### config.mk
export PLATFORM = sky130hd
export DESIGN_NAME = dac_seq_ctrl_flat
export DESIGN_NICKNAME = d
export VERILOG_FILES = /design/src/rtl/dac_pkg.sv /design/src/rtl/dac_seq_ctrl_if.sv /design/src/rtl/dac_fifo.sv /design/src/rtl/dac_seq_ctrl.sv /design/src/flat_wrapper.sv
export SDC_FILE = /design/constraint.sdc
export NUM_CORES = 1
export LEC_CHECK = 0
export BUFFER_PORTS_ARGS = -buffer_cell sky130_fd_sc_hd__buf_4
export CAP_MARGIN = 5
export CORE_MARGIN = 2
export CORE_UTILIZATION = 24
export CTS_CLUSTER_SIZE = 30
export DETAILED_ROUTE_END_ITERATION = 10
export PLACE_DENSITY = 0.5
export SLEW_MARGIN = 25
export SYNTH_ARGS = -nofsm -noshare
export SYNTH_HDL_FRONTEND = slang
export SYNTH_HIERARCHICAL = 1
export SYNTH_SLANG_ARGS = --single-unit
### constraint.sdc
create_clock -name clk -period 3.2 [get_ports clk]
set_input_delay 0.64 -clock clk [delete_from_list [all_inputs] [get_ports clk]]
set_output_delay 0.64 -clock clk [all_outputs]
set_load 0.02 [all_outputs]
### src/rtl/dac_pkg.sv
// rtl/dac_pkg.sv - shared types and constants for the DAC sequencer
//
// Purpose: FSM state encoding, sequencer step field layout, default sample
//          width, and a helper that extracts one sequencer step.
// Ports:   none (package).

package dac_pkg;

   localparam int DW_DEFAULT = 12;

   // Sequencer program: 8 steps of 5 bits each, step i = seq[5i+4:5i].
   localparam int SEQ_STEPS    = 8;
   localparam int SEQ_STEP_W   = 5;
   localparam int SEQ_W        = SEQ_STEPS * SEQ_STEP_W;
   localparam int SEQ_CH_LSB   = 0;
   localparam int SEQ_CH_W     = 3;
   localparam int SEQ_SKIP_BIT = 3;
   localparam int SEQ_END_BIT  = 4;

   typedef enum logic [2:0] {
      ST_IDLE   = 3'd0,
      ST_FETCH  = 3'd1,
      ST_LOAD   = 3'd2,
      ST_SETTLE = 3'd3,
      ST_DONE   = 3'd4
   } dac_state_t;

   function automatic logic [SEQ_STEP_W-1:0] seq_step(input logic [SEQ_W-1:0] seq,
                                                      input logic [2:0]       idx);
      return seq[int'(idx)*SEQ_STEP_W +: SEQ_STEP_W];
   endfunction

endpackage

### src/rtl/dac_seq_ctrl_if.sv
// rtl/dac_seq_ctrl_if.sv - sample push port and DAC output bus
//
// Purpose: groups the FIFO push handshake and the DAC-facing output bus.
// Signals: wr/w_data   sample push into the controller FIFO
//          dac_data    registered DAC code
//          dac_load    one-clk load strobe
//          ch_sel_out  registered channel select
//          eoc         one-clk end-of-settle pulse
// Modports: master = controller side, slave = software/DAC side.

interface dac_seq_ctrl_if
   import dac_pkg::*;
#(
   parameter int DW = DW_DEFAULT
);
   logic          wr;
   logic [DW-1:0] w_data;
   logic [DW-1:0] dac_data;
   logic          dac_load;
   logic [2:0]    ch_sel_out;
   logic          eoc;

   modport master (
      input  wr, w_data,
      output dac_data, dac_load, ch_sel_out, eoc
   );

   modport slave (
      output wr, w_data,
      input  dac_data, dac_load, ch_sel_out, eoc
   );
endinterface

### src/rtl/dac_fifo.sv
// rtl/dac_fifo.sv - synchronous show-ahead FIFO with level output
//
// Purpose: sample buffer between software pushes and the paced DAC FSM.
// Ports:   clk, rst       clock, synchronous active-high reset (flushes)
//          wr, w_data     push; dropped while full, even with a pop
//          rd             pop; ignored while empty
//          r_data         head of FIFO (valid while not empty)
//          full, empty    status flags
//          level          number of stored words (0 .. 2**AW)

module dac_fifo #(
   parameter int DW = 12,
   parameter int AW = 4
) (
   input  logic          clk,
   input  logic          rst,
   input  logic          wr,
   input  logic [DW-1:0] w_data,
   input  logic          rd,
   output logic [DW-1:0] r_data,
   output logic          full,
   output logic          empty,
   output logic [AW:0]   level
);
   localparam int DEPTH = 1 << AW;

   logic [DW-1:0] mem [DEPTH];
   logic [AW-1:0] wr_ptr;
   logic [AW-1:0] rd_ptr;
   logic          push;
   logic          pop;

   // Full is judged before any same-cycle pop, so a push at full is lost.
   assign push = wr && !full;
   assign pop  = rd && !empty;

   always_ff @(posedge clk) begin
      if (rst) begin
         wr_ptr <= '0;
         rd_ptr <= '0;
         level  <= '0;
      end else begin
         if (push) wr_ptr <= wr_ptr + AW'(1);
         if (pop)  rd_ptr <= rd_ptr + AW'(1);
         if (push && !pop)      level <= level + (AW+1)'(1);
         else if (pop && !push) level <= level - (AW+1)'(1);
      end
   end

   always_ff @(posedge clk) begin
      if (push) mem[wr_ptr] <= w_data;
   end

   assign r_data = mem[rd_ptr];
   assign full   = (level == (AW+1)'(DEPTH));
   assign empty  = (level == '0);

endmodule

### src/rtl/dac_seq_ctrl.sv
// rtl/dac_seq_ctrl.sv - paced DAC sample sequencer with channel steering
//
// Purpose: pops one sample per update slot from the input FIFO, drives it on
//          the DAC bus with a load strobe, holds for a settle time and then
//          pulses eoc. An optional 8-step sequencer picks the channel.
// Ports:   clk, rst        clock, synchronous active-high reset
//          en              block enable; dropping it aborts to IDLE
//          clkdiv          tick every clkdiv+1 clocks
//          update_div      slot every update_div+1 ticks
//          settle_width    settle hold in ticks (w+1 ticks)
//          ch_sel_in       channel when the sequencer is off
//          seq_en, seq     sequencer enable and 8x5-bit program
//          fifo_threshold  fifo_below asserts when level < threshold
//          err_clr         clears underrun/late (a same-cycle set wins)
//          bus             push port and DAC output bus (master side)
//          busy            FSM not idle
//          fifo_full, fifo_empty, fifo_below   FIFO status
//          underrun, late  sticky error flags

module dac_seq_ctrl
   import dac_pkg::*;
#(
   parameter int CLKDIV_WIDTH = 8,
   parameter int FIFO_AW      = 4,
   parameter int DW           = DW_DEFAULT
) (
   input  logic                    clk,
   input  logic                    rst,
   input  logic                    en,
   input  logic [CLKDIV_WIDTH-1:0] clkdiv,
   input  logic [CLKDIV_WIDTH-1:0] update_div,
   input  logic [3:0]              settle_width,
   input  logic [2:0]              ch_sel_in,
   input  logic                    seq_en,
   input  logic [SEQ_W-1:0]        seq,
   input  logic [FIFO_AW-1:0]      fifo_threshold,
   input  logic                    err_clr,
   dac_seq_ctrl_if.master          bus,
   output logic                    busy,
   output logic                    fifo_full,
   output logic                    fifo_empty,
   output logic                    fifo_below,
   output logic                    underrun,
   output logic                    late
);
   localparam int CDW = CLKDIV_WIDTH;

   // Tick and slot dividers. Both counters sit at 0 while disabled so that
   // re-enabling always starts a fresh slot period.
   logic [CDW-1:0] div_cnt;
   logic [CDW-1:0] slot_cnt;
   logic           tick;
   logic           slot;

   assign tick = en && (div_cnt == clkdiv);
   assign slot = tick && (slot_cnt == update_div);

   always_ff @(posedge clk) begin
      if (rst || !en) begin
         div_cnt  <= '0;
         slot_cnt <= '0;
      end else begin
         div_cnt <= tick ? '0 : div_cnt + CDW'(1);
         if (slot)      slot_cnt <= '0;
         else if (tick) slot_cnt <= slot_cnt + CDW'(1);
      end
   end

   // FIFO
   logic [DW-1:0]    r_data;
   logic [FIFO_AW:0] level;
   logic             pop;

   dac_fifo #(
      .DW (DW),
      .AW (FIFO_AW)
   ) u_fifo (
      .clk    (clk),
      .rst    (rst),
      .wr     (bus.wr),
      .w_data (bus.w_data),
      .rd     (pop),
      .r_data (r_data),
      .full   (fifo_full),
      .empty  (fifo_empty),
      .level  (level)
   );

   assign fifo_below = (level < {1'b0, fifo_threshold});

   // Sequencer step decode. The skip bit only has meaning with the
   // sequencer on; otherwise every slot is a real update.
   logic [2:0]            seq_ctr;
   logic [SEQ_STEP_W-1:0] step;
   logic                  step_skip;
   logic [2:0]            step_ch;
   logic [2:0]            seq_next;

   assign step      = seq_step(seq, seq_ctr);
   assign step_skip = seq_en && step[SEQ_SKIP_BIT];
   assign step_ch   = step[SEQ_CH_LSB +: SEQ_CH_W];
   assign seq_next  = step[SEQ_END_BIT] ? 3'd0 : seq_ctr + 3'd1;

   // FSM
   dac_state_t state;
   dac_state_t state_next;
   logic [3:0] settle_cnt;
   logic       latch;
   logic       seq_adv;
   logic       under_set;
   logic       late_set;
   logic       settle_clr;
   logic       settle_inc;

   always_comb begin
      state_next = state;
      pop        = 1'b0;
      latch      = 1'b0;
      seq_adv    = 1'b0;
      under_set  = 1'b0;
      settle_clr = 1'b0;
      settle_inc = 1'b0;
      // A slot can only be accepted from IDLE; anywhere else it is lost.
      late_set   = slot && (state != ST_IDLE);

      if (!en) begin
         state_next = ST_IDLE;
      end else begin
         case (state)
            ST_IDLE: begin
               if (slot) begin
                  if (step_skip) begin
                     seq_adv = 1'b1;
                  end else if (fifo_empty) begin
                     under_set = 1'b1;
                     seq_adv   = 1'b1;
                  end else begin
                     state_next = ST_FETCH;
                  end
               end
            end
            ST_FETCH: begin
               pop        = 1'b1;
               latch      = 1'b1;
               state_next = ST_LOAD;
            end
            ST_LOAD: begin
               settle_clr = 1'b1;
               state_next = ST_SETTLE;
            end
            ST_SETTLE: begin
               if (tick) begin
                  if (settle_cnt == settle_width) state_next = ST_DONE;
                  else                            settle_inc = 1'b1;
               end
            end
            ST_DONE: begin
               seq_adv    = 1'b1;
               state_next = ST_IDLE;
            end
            default: state_next = ST_IDLE;
         endcase
      end
   end

   // Strobes are registered from the next state so they align with it.
   always_ff @(posedge clk) begin
      if (rst) begin
         state        <= ST_IDLE;
         busy         <= 1'b0;
         bus.dac_load <= 1'b0;
         bus.eoc      <= 1'b0;
      end else begin
         state        <= state_next;
         busy         <= (state_next != ST_IDLE);
         bus.dac_load <= (state_next == ST_LOAD);
         bus.eoc      <= (state_next == ST_DONE);
      end
   end

   always_ff @(posedge clk) begin
      if (rst) begin
         settle_cnt <= '0;
      end else if (settle_clr) begin
         settle_cnt <= '0;
      end else if (settle_inc) begin
         settle_cnt <= settle_cnt + 4'd1;
      end
   end

   always_ff @(posedge clk) begin
      if (rst || !seq_en) begin
         seq_ctr <= '0;
      end else if (seq_adv) begin
         seq_ctr <= seq_next;
      end
   end

   always_ff @(posedge clk) begin
      if (rst) begin
         bus.dac_data   <= '0;
         bus.ch_sel_out <= '0;
      end else if (latch) begin
         bus.dac_data   <= r_data;
         bus.ch_sel_out <= seq_en ? step_ch : ch_sel_in;
      end
   end

   always_ff @(posedge clk) begin
      if (rst) begin
         underrun <= 1'b0;
         late     <= 1'b0;
      end else begin
         if (under_set)    underrun <= 1'b1;
         else if (err_clr) underrun <= 1'b0;
         if (late_set)     late <= 1'b1;
         else if (err_clr) late <= 1'b0;
      end
   end

endmodule

### src/flat_wrapper.sv
// flat-port wrapper written by rule: the top's interface ports become plain ports
module dac_seq_ctrl_flat import dac_pkg::*;
#(
   parameter int CLKDIV_WIDTH = 8,
   parameter int FIFO_AW      = 4,
   parameter int DW           = DW_DEFAULT
)
  (clk, rst, en, clkdiv, update_div, settle_width, ch_sel_in, seq_en, seq, fifo_threshold, err_clr, busy, fifo_full, fifo_empty, fifo_below, underrun, late, bus_wr, bus_w_data, bus_dac_data, bus_dac_load, bus_ch_sel_out, bus_eoc);
  dac_seq_ctrl_if #(.DW(DW)) bus_i ();
  input  logic clk;
  input  logic rst;
  input  logic en;
  input  logic [CLKDIV_WIDTH-1:0] clkdiv;
  input  logic [CLKDIV_WIDTH-1:0] update_div;
  input  logic [3:0] settle_width;
  input  logic [2:0] ch_sel_in;
  input  logic seq_en;
  input  logic [SEQ_W-1:0] seq;
  input  logic [FIFO_AW-1:0] fifo_threshold;
  input  logic err_clr;
  output logic busy;
  output logic fifo_full;
  output logic fifo_empty;
  output logic fifo_below;
  output logic underrun;
  output logic late;
  input wire logic [$bits(bus_i.wr)-1:0] bus_wr;
  input wire logic [$bits(bus_i.w_data)-1:0] bus_w_data;
  output wire logic [$bits(bus_i.dac_data)-1:0] bus_dac_data;
  output wire logic [$bits(bus_i.dac_load)-1:0] bus_dac_load;
  output wire logic [$bits(bus_i.ch_sel_out)-1:0] bus_ch_sel_out;
  output wire logic [$bits(bus_i.eoc)-1:0] bus_eoc;
  assign bus_i.wr = bus_wr;
  assign bus_i.w_data = bus_w_data;
  assign bus_dac_data = bus_i.dac_data;
  assign bus_dac_load = bus_i.dac_load;
  assign bus_ch_sel_out = bus_i.ch_sel_out;
  assign bus_eoc = bus_i.eoc;
  dac_seq_ctrl #(.CLKDIV_WIDTH(CLKDIV_WIDTH), .FIFO_AW(FIFO_AW), .DW(DW)) u_core (.clk(clk), .rst(rst), .en(en), .clkdiv(clkdiv), .update_div(update_div), .settle_width(settle_width), .ch_sel_in(ch_sel_in), .seq_en(seq_en), .seq(seq), .fifo_threshold(fifo_threshold), .err_clr(err_clr), .bus(bus_i), .busy(busy), .fifo_full(fifo_full), .fifo_empty(fifo_empty), .fifo_below(fifo_below), .underrun(underrun), .late(late));
endmodule
* Word level (Yosys, flattened, before mapping) *
Memory sizes are Yosys's and may differ from the RTL's. A register that Yosys moved wholly into a read port is not among the register bits.
Index checks and enable logic that the tools add are counted.

operators by class
  $mul = 1
  shifts and indexed selects = 1
  muxes and demuxes = 33
  $add $sub $neg = 8
  eq/ne operators = 10
  magnitude comparators = 1
  bitwise gates (word level) = 0
  divide/modulo/power cells = 0
  reduce and logical (&&, ||, !) cells = 26

operators with widths
  kind                   count
  $shiftx A40 B32 Y5     1
  $mux W3                8
  $mux W1                21
  $add A8 B1 Y8 const B  2
  $eq A8 B8 Y1           2
  $add A4 B1 Y4 const B  3
  $pmux W3 S4            1
  $mux W5                2
  $eq A3 B2 Y1 const B   3
  $logic_and A1 B1 Y1    8
  $eq A3 B3 Y1 const B   2
  $logic_not A1 Y1       6
  $mul A3 B3 Y6 const B  1
  $reduce_bool A2 Y1     3
  $reduce_bool A3 Y1     2
  $reduce_or A2 Y1       3
  $add A5 B1 Y5 const B  1
  $eq A5 B5 Y1 const B   1
  $logic_not A5 Y1       1
  $lt A5 B4 Y1           1
  $sub A5 B1 Y5 const B  1
  $eq A4 B4 Y1           1
  $add A3 B1 Y3 const B  1
  $eq A3 B1 Y1 const B   1
  other kinds (3)        4

word-level totals
  output and inout bits = 23
  bits in latches = 0
  ROM bits = 0
  logic and storage cells = 95
  memories kept = 1
  bits of input ports = 85
  RAM bits = 192
  register bits after elaboration = 47

memory list
  memory             depth  bits a word  read ports  clocked after memory_dff  wr ports  RTL line        text
  u_core.u_fifo.mem  16     12           1           1                         1         dac_fifo.sv:27  logic [DW-1:0] mem [DEPTH];

* Longest topological paths before layout *
Gate-level depths: netlist (run 1).

  depth after elaboration = 8
  gate-level depth with buffers = 12
  mapped depth without buffers = 11

* Hierarchy *
The synthesis (run 1) kept the hierarchy.

modules (own cells, without submodules)
  module        instances  cells each  area an instance (µm²)  sequential area each (µm²)
  dac_fifo      1          405         8,094.0                 6,105.9
  dac_seq_ctrl  1          268         2,432.3                 920.9

* Least setup slack after synthesis (run 1) *
Ideal clock, no wire load.

  path kind = input -> register
  from = in en
  to = reg u_core.u_fifo.level[4]
  arrival time = 3,093 ps
  buffers on the path = 1
  stages on the path = 12
  library setup time = 121 ps
  data required time = 3,079 ps
  setup slack = -14 ps
  cell sequence = nor2b_1 -> nand3b_1 -> inv_1 -> buf_1 -> o21ai_2 -> ha_1 -> inv_1 -> ha_1 -> a21oi_1 -> a211oi_1 -> a31oi_1 -> mux2_2

on the way
  longest elaborated chain between the ends = 5
  elaborated cells between the ends (all ways) = 7
  those cells by class = mux: 2; reduce/logical: 5

RTL lines
  item                                                  RTL line             text
  start: declaration                                    flat_wrapper.sv:12   input logic en;
  $mux W1 *                                             --
  named net u_core.latch                                dac_seq_ctrl.sv:108  logic latch;
  $logic_and A1 B1 Y1 *                                 dac_fifo.sv:35       assign pop = rd && !empty;
  $logic_not A1 Y1                                      dac_fifo.sv:45       if (push && !pop) level <= level + (AW+1)'(1);
  $logic_and A1 B1 Y1                                   dac_fifo.sv:45
  $mux W5 / $reduce_bool A2 Y1 (equally long branches)  --
  end signal: assignment                                dac_fifo.sv:45
  end signal: assignment                                dac_fifo.sv:46       else if (pop && !push) level <= level - (AW+1)'(1);
  end: declaration                                      dac_fifo.sv:23       output logic [AW:0] level

The timed path passes the listed nets; every way through them passes the cells marked *.
A chain may end at the register's enable or synchronous reset.

* Worst setup path in the final report (run 1) *
  from = reg u_core.u_fifo.level[0]
  to = reg u_core.u_fifo.level[4]

on the way
  longest elaborated chain between the ends = 6
  elaborated cells between the ends (all ways) = 15
  those cells by class = add/sub: 2; eq/ne: 1; mux: 2; reduce/logical: 10

RTL lines
  item
  parallel branches: the longest is 6 deep, another holds $sub A5 B1 Y5

Parallel ways; which one is timed is not known. The select of a mux whose other input is x is not followed.

==> summary.md, run 1 <==
| Metric | Value |
|---|---|
| Post_cts resized | 0 |
| RSZ-0062 raised after global routing | false |
| H-Tree Depth | 1 |
| Placed cells | 1362 |
| Row count | 76 |
| Die ar. | 0.0456 sq mm |
| Share of cells above drive strength 1 | 0.299 |
| Startpoint Class | flip-flop |
| Post-route ant nets | 0 |
| Core ar. | 0.0432 sq mm |
| GRT Util Overall | 0.104 |
| Tcrit/Tclk final | 0.911 |
| Via/cell ratio | 4.20 |
| Fin. max-slew vios | 0 |
| Post-Route WL | 23500 um |
| CP endpoint kind | flip-flop |
| Place WS | 0.221 ns |
| WP data required | 3.62 ns |
| Leakage | 4.45 nW |
| Reg area | 0.00703 sq mm |
| CP top delay family | compound AO/OA/AOI/OAI gates |
| Synthesized area | 0.0105 sq mm |
| First-pass GRT wire length | 36100 um |
| Synthesized flop and latch total | 255 |
| Initial Util | 0.244 |
| I/O Buffers | 107 |
| Drt wl/cell | 16.6 um |
| Power Dens Cells | 558 mW/mm^2 |
| Initial antenna violation count | 0 |
| Synthesized Nets | 775 |
| Inserted Clock Buffers | 27 |
| Synth Instances | 673 |
| Vias in the first global route | 6109 |
| Total grt overflow | 0 |
| Max Buffers Root-to-Sink | 3 |
| Initial DRC count | 401 |
| Outcome | complete, no violations |
| Synth async-reset ratio | 0 |
| Synth Flop Type | edfxtp_1 |
| Area of the multi-input gates | 0.00333 sq mm |
| EDFF count, synth | 192 |
| Clock-pin slew on the worst setup and hold paths | 0.06 ns |
| Clock tree sinks | 255 |
| DRT Pass-1 Iters | 4 |
| Largest net degree at the start of global routing | 42 |
| Relative slew margins | 0.597 |
| CP bufs+invs | 1 |
| Leading area contributor after synthesis | edfxtp_1 |
| Worst slew pin tran | 0.600 ns |
| Tmin final | 2.91 ns |
| Setup TNS | 0 ns |
| Antenna fix cells | 0 |
| Min-Delay Path Class | in -> reg |
| Fmax | 343 MHz |
| Hold buffers post-CTS | 0 |
| # setup viols final | 0 |
| Yosys warns | 6 |
| Worst setup path category | reg -> reg |
| Final hold violation count | 0 |
| Worst setup margin | 0.286 ns |
| Top post-synthesis cells by area | edfxtp_1 (55%), mux4_2 (12%), dfxtp_1 (12%), nor2_1 (2.1%), ha_1 (1.9%) |
| Worst vdd ir | 310 uV |
| Via count | 5924 |
| Nets | 908 |
| Worst path max stage delay | 0.64 ns |
| DR DRC count | 0 |
| GPL Wtd Cong | 0.726 |
| Chip Height | 213 um |
| Post-synth top area share | 0.548 |
| Max-cap check violation count | 0 |
| Crit-path max FO | 6 |
| Synth-to-layout area growth | 23.8% |
| CTS tree | done |
| # fillers | 4375 |
| Worst-Skew Late Latency | 0.54 ns |
| Sequential area share after synthesis | 0.668 |
| Crit-path cells | or4_1 > o21a_1 > ha_1 > inv_1 > ha_1 > a21oi_1 > a211oi_1 > a31oi_1 > mux2_2 |
| Die W | 213 um |
| DP HPWL | 15800 um |
| Top Ports | 108 |
| Syn Area/Cell | 15.6 sq um |
| Arr. time, crit path | 3.34 ns |
| Synth unique cells | 48 |
| Setup bufs post-CTS | 0 |
| Total power | 7.27 mW |
| CTS root buf | clkbuf_16 |
| Skew final | 0.0123 ns |
| Most Frequent Cell on Critical Path | ha_1 |
| CP max stage cell | or4_1 |
| Post-route insts no fill | 1412 |
## synth_stat cells, types with 2 or more instances
library cell	number
edfxtp_1	192
dfxtp_1	63
nor2_1	60
mux4_2	58
nand2_1	50
a22oi_1	24
a21oi_1	22
xnor2_1	21
xor2_1	21
clkbuf_1	18
ha_1	16
inv_1	13
mux2i_1	12
nand3_1	11
nand4_1	10
buf_2	8
a211oi_1	6
and3_1	6
nand2b_1	6
nor2b_1	6
nor3_1	6
or3_1	5
buf_1	4
a21o_1	3
nand3b_1	3
o211ai_1	3
a31oi_1	2
nor3b_1	2
nor4_1	2
nor4bb_1	2
## report_power, final
group / leakage [nW] / switching [mW] / total, mW / internal, mW
Clock: 0.409 / 1.25 / 2.96 / 1.71
Combinational: 1.80 / 0.332 / 0.611 / 0.279
Sequential: 2.24 / 0.0504 / 3.70 / 3.65
## worst reg2reg max path, delay by kind of cell (launching register included)
kind                     cells  cell delay, ns
multiplexers                 1            0.35
flip-flops                   1            0.36
AO/OA/AOI/OAI                4            0.79
buffers and inverters        1            0.15
adder cells (fa/ha/maj)      2            0.52
AND/OR/NAND/NOR              1            0.64
## flip-flops by register name, summed over array words and instances (netlist names), 3 cells and up, named ones only
| register | flops |
|---|---|
| u_core/bus.dac_data | 12 |
| u_core/u_fifo/level | 5 |
| u_core/u_fifo/mem | 192 |
| u_core/slot_cnt | 8 |
| u_core/state | 3 |
| u_core/div_cnt | 8 |
| u_core/bus.ch_sel_out | 3 |
| u_core/settle_cnt | 4 |
| u_core/u_fifo/rd_ptr | 4 |
| u_core/u_fifo/wr_ptr | 4 |
| u_core/seq_ctr | 3 |
## layout by cell type (no fill, tap or decap), drive strengths merged, types with 16 or more instances in the layout
| master | Yosys | layout |
|---|---|---|
| nor2 | 60 | 60 |
| edfxtp | 192 | 192 |
| dfxtp | 63 | 63 |
| mux4 | 58 | 58 |
| clkbuf | 18 | 37 |
| a22oi | 24 | 24 |
| a21oi | 22 | 22 |
| buf | 14 | 136 |
| nand2 | 50 | 50 |
| ha | 16 | 16 |
| xor2 | 21 | 21 |
| xnor2 | 21 | 21 |
## final cells by class
cell class | instances | share of cell area
Multi-Input combinational cell | 373 | 0.255
Sequential cell | 255 | 0.540
Tap cell | 585 | 0.0562
Timing Repair Buffer | 136 | 0.0803
Clock buffer | 37 | 0.0570
Inverter | 13 | 0.00374
Clock inverter | 13 | 0.00787
## through the flow
step                instance area, sq um  hold WS (ns)  utilization
floorplan                          10500         0.458            -
global placement                   12200         0.446        0.282
detailed placement                 12200         0.449        0.282
CTS                                13000         0.367        0.302
global route                       13000         0.401        0.302
finish                             13000         0.397        0.302
## kinds of logic (layout without fill, tap and decap cells)
family,after synthesis,in the layout,synth area share
compound gates,67,67,0.0435
xor+xnor,42,42,0.0349
fa+ha+maj,17,17,0.0209
buf+inv,45,199,0.0181
flops,255,255,0.668
mux,71,71,0.137
simple gates,176,176,0.0785
## worst paths after layout
check | start | to | slack (ns) | cells after the start
worst max-delay path | u_core/u_fifo/level[0]$_SDFFE_PP0P_ | u_core/u_fifo/level[4]$_SDFFE_PP0P_ | 0.29 | 9
worst min register to register | u_core/bus.dac_data[6]$_SDFFE_PP0P_ | u_core/bus.dac_data[6]$_SDFFE_PP0P_ | 0.45 | 2
worst max register to register | u_core/u_fifo/level[0]$_SDFFE_PP0P_ | u_core/u_fifo/level[4]$_SDFFE_PP0P_ | 0.29 | 9
worst min-delay path | err_clr | u_core/underrun$_SDFFE_PP0P_ | 0.40 | 3
## per-layer routing
layer / up-vias / wire (um) / global-route usage
li1: 2849 / - / -
met1: 2940 / 10700 / 0.142
met2: 108 / 11200 / 0.168
met3: 27 / 1130 / 0.0186
met4: 0 / 432 / 0.0311
met5: - / 0 / 0
No activity file was read; power rests on OpenSTA's default activity.
==> inputs of run 2 (changes only) <==
Settings changed: CORE_MARGIN 2 to 1.
==> run 2 against run 1 <==
Against the previous run:
- core utilization is 0.12 points higher
- critical path type unchanged
- wire length is 0.99% lower
- global-route usage is 0.071 points higher
- sequential cell count stayed put
- via count is 0.64% higher
- largest cell class unchanged
- fmax is 0.78% higher
- highest routed layer unchanged
- combinational power is 1% higher
- die area is 1.9% lower
- clock-buffer cell count is 4 lower
- critical endpoint unchanged
==> summary.md, run 2 (synthesis gave the netlist of run 1 again) <==
| Metric | Value |
|---|---|
| Most frequent cells in the layout | edfxtp_1 (192), buf_4 (137), dfxtp_1 (61) |
| Inserted Clock Buffers | 27 (unchanged) |
| Top Registers | u_core/u_fifo/mem x192, u_core/bus.dac_data x12 |
| Most Frequent Cell on Critical Path | ha_1 |
| Worst setup path category | reg -> reg |
| Fin. max-slew vios | 0 (unchanged) |
| # setup viols final | 0 (unchanged) |
| Top Ports | 108 (unchanged) |
| # fillers | 4364 (-0.25%) |
| Final hold violation count | 0 (unchanged) |
| Tcrit/Tclk final | 0.904 (-0.00705) |
| Relative slew margins | 0.588 (-0.00878) |
| Most common cell after layout, fill and taps aside | edfxtp_1 |
| Share of cells above drive strength 1 | 0.302 (+0.00290) |
| Nets | 910 (+0.22%) |
| Crit-path cells | or4_1 > o21a_1 > ha_1 > inv_1 > ha_1 > a21oi_1 > a211oi_1 > a31oi_1 > mux2_2 |
| Chip Height | 211 um (-0.94%) |
| First-pass GRT wire length | 36200 um (+0.29%) |
| Die ar. | 0.0447 sq mm (-1.9%) |
| Max Buffers Root-to-Sink | 3 (unchanged) |
| WP data required | 3.62 ns (about the same) |
| Worst path max stage delay | 0.65 ns (about the same) |
| CP max stage cell | or4_1 |
| Finished layout cell area | 0.0131 sq mm (+0.41%) |
| Startpoint Class | flip-flop |
| I/O Buffers | 107 (unchanged) |
| Post_cts resized | 0 (unchanged) |
| Min-Delay Path Class | in -> reg |
| Outcome | complete, no violations |
| Hold buffers post-CTS | 0 (unchanged) |
| DP HPWL | 15700 um (-1.1%) |
| Post-Route WL | 23300 um (-0.99%) |
| Post-route insts no fill | 1414 (+0.14%) |
| Drt wl/cell | 16.5 um (-1.1%) |
| Setup TNS | 0 ns (unchanged) |
| Crit-path max FO | 6 (unchanged) |
| Worst vdd ir | 401 uV (+29%) |
| Total grt overflow | 0 (unchanged) |
| CP bufs+invs | 1 (unchanged) |
| GRT Util Overall | 0.105 (+0.000709) |
| Leakage | 4.49 nW (+0.85%) |
| Post-place instance area | 0.0122 sq mm (about the same) |
| Via count | 5962 (+0.64%) |
| CP endpoint kind | flip-flop |
| CTS root buf | clkbuf_16 |
| Synth-to-layout area growth | 24.3% |
| Largest Register | u_core/u_fifo/mem |
| DR DRC count | 0 (unchanged) |
| Arr. time, crit path | 3.31 ns (-0.03 ns) |
| Clock tree sinks | 255 (unchanged) |
| Clock-pin slew on the worst setup and hold paths | 0.06 ns (about the same) |
| Post-route ant nets | 0 (unchanged) |
| Vias in the first global route | 6178 (+1.1%) |
| Max-cap check violation count | 0 (unchanged) |
| Power Dens Cells | 569 mW/mm^2 (+2.0%) |
| Tmin final | 2.89 ns (-0.0226 ns) |
| Largest net degree at the start of global routing | 42 (unchanged) |
| Initial antenna violation count | 0 (unchanged) |
| Worst slew pin tran | 0.618 ns (+0.0178 ns) |
| DRT Pass-1 Iters | 4 (unchanged) |
| Fmax | 346 MHz (+0.78%) |
| Setup bufs post-CTS | 0 (unchanged) |
| Core ar. | 0.0432 sq mm (unchanged) |
| Via/cell ratio | 4.22 (+0.50%) |
| Row count | 76 (unchanged) |
| Die W | 211 um (-0.94%) |
| GPL Wtd Cong | 0.715 (-1.5%) |
| H-Tree Depth | 1 (unchanged) |
| Placed cells | 1364 (+0.15%) |
| Skew final | 0.00962 ns (-0.00271 ns) |
| Hold WS | 0.397 ns (-0.000302 ns) |
| Antenna fix cells | 0 (unchanged) |
| Max reg flops | 192 (unchanged) |
| CP top delay family | compound AO/OA/AOI/OAI gates |
| Initial DRC count | 307 (-23%) |
| CTS tree | done |
| RSZ-0062 raised after global routing | false |
| Fin util | 0.303 (+0.00125) |
| Worst-Skew Late Latency | 0.54 ns (about the same) |
| Initial Util | 0.244 (unchanged) |
[run 2: cell count changes in the layout (fill, tap and decap cells not counted), moves of 2 or more]
cell       delta
clkbuf_1      -3
buf_4         +3
bufinv_16     +2
clkinv_1      +2
[run 2: layout make-up]
cell class / instances / area, sq um / share of cell area
flip-flops and latches: 255 / 7030 / 0.537
clock inverters: 17 / 179 / 0.0137
repair buffers: 138 / 1050 / 0.0801
well taps: 585 / 732 / 0.0559
clock buffers: 33 / 718 / 0.0549
inverters: 13 / 48.8 / 0.00373
multi-input cells: 373 / 3330 / 0.254
[run 2: report_power, final]
group	total [mW]	internal [mW]	switching [mW]
Clock	3.13	1.85	1.28
Combinational	0.618	0.281	0.337
Sequential	3.70	3.65	0.0481
[run 2: tightest hold or removal path: stages]
cell and delay, ns:
buf_4 0.09, nand2b_1 0.09, a21oi_1 0.06
[run 2: per-stage QoR]
step	setup slack [ns]	total power [mW]
after floorplan	0.156	4.12
after global placement	0.234	4.39
after detailed placement	0.235	4.39
after CTS	0.296	7.56
after global routing	0.140	7.74
final	0.308	7.45
[run 2: path summary, 6_finish.rpt]
path	slack, ns	cells after the start	to	from
worst max-delay path	0.31	9	u_core/u_fifo/level[4]$_SDFFE_PP0P_	u_core/u_fifo/level[3]$_SDFFE_PP0P_
worst min-delay path	0.40	3	u_core/late$_SDFFE_PP0P_	err_clr
worst min register to register	0.45	2	u_core/bus.dac_data[8]$_SDFFE_PP0P_	u_core/bus.dac_data[8]$_SDFFE_PP0P_
worst max register to register	0.31	9	u_core/u_fifo/level[4]$_SDFFE_PP0P_	u_core/u_fifo/level[3]$_SDFFE_PP0P_
[run 2: routing by layer]
| layer | GRT usage | part of all wire |
|---|---|---|
| met4 | 0.0262 | 0.016 |
| met3 | 0.0166 | 0.034 |
| met1 | 0.142 | 0.47 |
| met2 | 0.174 | 0.48 |
| met5 | 0 | 0 |
==> inputs of run 3 (changes only) <==
Settings changed: ABC_AREA from default to 1, MAX_ROUTING_LAYER from default to met4, PLACE_DENSITY 0.5 to 0.49, SYNTH_HIERARCHICAL 1 to default.
==> run 3 against run 2 <==
Against the previous run:
- hold slack lost 0.038 ns
- clock-buffer cell count grew 8
- power shrank 3.6%
- synthesized cell count grew 57%
- sequential cell count shrank 4
- clock skew is essentially flat
- worst setup slack gained 0.12 ns
- clock power grew 2%
- die area grew 4.0%
- register-to-register slack gained 0.12 ns
- cell area grew 2.5%
- critical endpoint is now u_core.u_fifo.level[4]$_SDFFE_PP0P_
==> summary.md, run 3 <==
| Metric | Value |
|---|---|
| Via count | 7946 (+33%) |
| # setup viols final | 0 (unchanged) |
| Relative slew margins | 0.341 (-0.247) |
| Total power | 7.18 mW (-3.6%) |
| Inserted Clock Buffers | 28 (+3.7%) |
| Max reg flops | 192 (unchanged) |
| EDFF count, synth | 192 (unchanged) |
| Vias in the first global route | 7889 (+28%) |
| Leading area contributor after synthesis | edfxtp_1 |
| Most frequent cells after synthesis | nor2_1 (198), edfxtp_1 (192), o21ai_0 (152) |
| Drt wl/cell | 16.1 um (-2.0%) |
| Skew final | 0.00996 ns (+0.000346 ns) |
| Die W | 216 um (+2.0%) |
| Final hold violation count | 0 (unchanged) |
| Fin. max-slew vios | 0 (unchanged) |
| Clock tree sinks | 251 (-1.6%) |
| Top Ports | 108 (unchanged) |
| FF-to-FF path depth | 13 (+4) |
| Worst r2r src | u_core.u_fifo.level[1]$_SDFFE_PP0P_ |
| Top Registers | u_core.u_fifo.mem x192, u_core.bus.dac_data x12 |
| Top post-synthesis cells by area | edfxtp_1 (53%), dfxtp_1 (11%), o21ai_0 (6.9%), nor2_1 (6.8%), inv_1 (3.0%) |
| Area of the multi-input gates | 0.00343 sq mm (+3.0%) |
| Max Buffers Root-to-Sink | 3 (unchanged) |
| Most frequent cells in the layout | nor2_1 (198), edfxtp_1 (192), o21ai_0 (152) |
| Post-synth top area share | 0.526 (-0.0215) |
| Combinational share of power | 0.056 (-0.027) |
| H-Tree Depth | 1 (unchanged) |
| Worst Hold Launch | err_clr |
| GRT Util Overall | 0.127 (+0.0221) |
| Psw | 1.56 mW (-6.5%) |
| Post-route ant nets | 0 (unchanged) |
| Leakage | 4.96 nW (+10%) |
| CTS root buf | clkbuf_16 |
| Max-cap check violation count | 0 (unchanged) |
| Sequential area share after synthesis | 0.634 (-0.0335) |
| Min-Delay Path Class | in -> reg |
| Synthesized flop and latch total | 251 (-1.6%) |
| Largest net degree at the start of global routing | 99 (+140%) |
| # fillers | 4607 (+5.6%) |
| Setup bufs post-CTS | 0 (unchanged) |
| First-pass GRT wire length | 45100 um (+25%) |
| Post-Route WL | 28800 um (+24%) |
| Arr. time, crit path | 3.20 ns (-0.11 ns) |
| Count leader, synth | nor2_1 |
| RSZ-0062 raised after global routing | false |
| Share of cells above drive strength 1 | 0.169 (-0.133) |
| Synth Instances | 1058 (+57%) |
| Synth async-reset ratio | 0 (unchanged) |
| CP endpoint kind | flip-flop |
| Row count | 77 (+1.3%) |
| Nets | 1270 (+40%) |
| Tmin final | 2.77 ns (-0.121 ns) |
| Worst setup path category | reg -> reg |
| Startpoint Class | flip-flop |
| Clock share of power | 0.445 (+0.024) |
| Worst r2r dst | u_core.u_fifo.level[4]$_SDFFE_PP0P_ |
| Synthesized area | 0.0110 sq mm (+4.1%) |
| Total grt overflow | 0 (unchanged) |
| I/O Buffers | 107 (unchanged) |
| Initial Util | 0.246 (+0.00178) |
| Reg area | 0.00695 sq mm (-1.2%) |
| Most common cell after layout, fill and taps aside | nor2_1 |
| Register-to-Register Setup Slack | 0.43 ns (+0.12 ns) |
| Hold Crit Depth | 4 (+1) |
| Worst-Skew Late Latency | 0.55 ns (about the same) |
| DRT Pass-1 Iters | 7 (+3) |
| Synth unique cells | 40 (-17%) |
| Core ar. | 0.0446 sq mm (+3.3%) |
| Flop pwr share | 0.499 (+0.003) |
| Via/cell ratio | 4.45 (+5.6%) |
| Power Dens Cells | 535 mW/mm^2 (-6.0%) |
| Setup TNS | 0 ns (unchanged) |
| Worst slew pin tran | 0.989 ns (+0.371 ns) |
| Largest Register | u_core.u_fifo.mem |
| Synthesized Nets | 1160 (+50%) |
| Clock-pin slew on the worst setup and hold paths | 0.06 ns (about the same) |
| Synth Flop Type | edfxtp_1 |
| Crit-path max FO | 5 (-1) |
| Outcome | complete, no violations |
| Die ar. | 0.0465 sq mm (+4.0%) |
| Syn Area/Cell | 10.4 sq um (-34%) |
| GPL Wtd Cong | 0.781 (+9.2%) |
| Synth-to-layout area growth | 22.5% |
| Yosys warns | 0 (-6) |
| Initial antenna violation count | 2 (+2) |
| Initial DRC count | 511 (+66%) |
| CTS tree | done |
| Worst vdd ir | 358 uV (-11%) |
| Tcrit/Tclk final | 0.866 (-0.0377) |
| Fmax | 361 MHz (+4.4%) |
| Switching Share | 0.217 (-0.00673) |
| Internal | 5.61 mW (-2.8%) |
| Chip Height | 216 um (+2.0%) |
| Hold Path Sink | u_core.underrun$_SDFFE_PP0P_ |
| DR DRC count | 0 (unchanged) |
| DP HPWL | 18400 um (+18%) |
| WP data required | 3.63 ns (about the same) |
## run 3: worst max-delay path, cell delays in order (launching register included)
cell and delay (ns):
dfxtp_1 0.36, nor4_2 0.32, nand2_1 0.21, nand2_1 0.20
ha_1 0.27, inv_1 0.11, ha_1 0.36, nand2_1 0.08
nor2_1 0.04, a211oi_1 0.22, o21ai_0 0.11, a21oi_1 0.16
nand2_1 0.06, nor3b_1 0.13
## run 3: cell type report
class / count / area share
sequential: 251 / 0.518
multi-input combinational: 660 / 0.256
timing repair buffer: 133 / 0.0763
clock buffer: 41 / 0.0596
tap: 592 / 0.0552
inverter: 94 / 0.0264
clock inverter: 11 / 0.00886
antenna: 2 / 0.000373
## run 3: kinds of logic (layout without fill, tap and decap cells)
| logic type | Yosys count | count (layout) | synth area share |
|---|---|---|---|
| AND/OR/NAND/NOR | 362 | 362 | 0.142 |
| adder cells (fa/ha/maj) | 17 | 17 | 0.0201 |
| other | 0 | 2 | 0 |
| buffers and inverters | 147 | 279 | 0.0533 |
| XOR/XNOR | 16 | 16 | 0.0128 |
| flip-flops | 251 | 251 | 0.634 |
| AO/OA/AOI/OAI | 265 | 265 | 0.137 |
## run 3: power groups by stage
stage / Sequential (mW) / Clock (mW) / Combinational, mW
6_report: 3.58 / 3.19 / 0.402
5_1_grt: 3.59 / 3.41 / 0.449
4_1_cts: 3.58 / 3.28 / 0.408
3_5_place_dp: 3.65 / 0 / 0.406
3_3_place_gp: 3.65 / 0 / 0.399
2_1_floorplan: 3.65 / 0 / 0.194
## run 3: metrics by stage
stage | util | cell area [sq um] | worst slack [ns] | std cells | hold WS [ns]
6_report | 0.301 | 13400 | 0.429 | 1784 | 0.359
5_1_grt | 0.301 | 13400 | 0.0959 | 1784 | 0.368
2_1_floorplan | - | 11000 | 0.712 | 1058 | 0.441
4_1_cts | 0.301 | 13400 | 0.294 | 1782 | 0.336
3_5_place_dp | 0.280 | 12500 | 0.319 | 1730 | 0.462
3_3_place_gp | 0.280 | 12500 | 0.311 | 1730 | 0.459
## run 3: worst max path at each step
stage | end | cells past startpoint | startpoint | slack [ns]
floorplan | u_core.u_fifo.level[4]$_SDFFE_PP0P_ | 15 | en | 0.71
detailed placement | u_core.u_fifo.level[4]$_SDFFE_PP0P_ | 13 | u_core.u_fifo.level[1]$_SDFFE_PP0P_ | 0.32
CTS | u_core.u_fifo.level[4]$_SDFFE_PP0P_ | 13 | u_core.u_fifo.level[1]$_SDFFE_PP0P_ | 0.29
global route | u_core.u_fifo.level[4]$_SDFFE_PP0P_ | 13 | u_core.u_fifo.level[1]$_SDFFE_PP0P_ | 0.1
global placement | u_core.u_fifo.level[4]$_SDFFE_PP0P_ | 13 | u_core.u_fifo.level[1]$_SDFFE_PP0P_ | 0.31
finish | u_core.u_fifo.level[4]$_SDFFE_PP0P_ | 13 | u_core.u_fifo.level[1]$_SDFFE_PP0P_ | 0.43
## run 3: repair_timing
action,in CTS,in global routing
gates resized for setup,0,1
endpoints found under the setup margin,0,1
hold buffers,0,0
## run 3: routing by layer
metal,wire [um],share of wire,vias up,track usage
li1,-,-,3935,-
met1,13300,0.46,3826,0.163
met2,13700,0.48,148,0.207
met3,1290,0.045,37,0.0233
met4,535,0.019,0,0.0288
met5,0,0,-,-
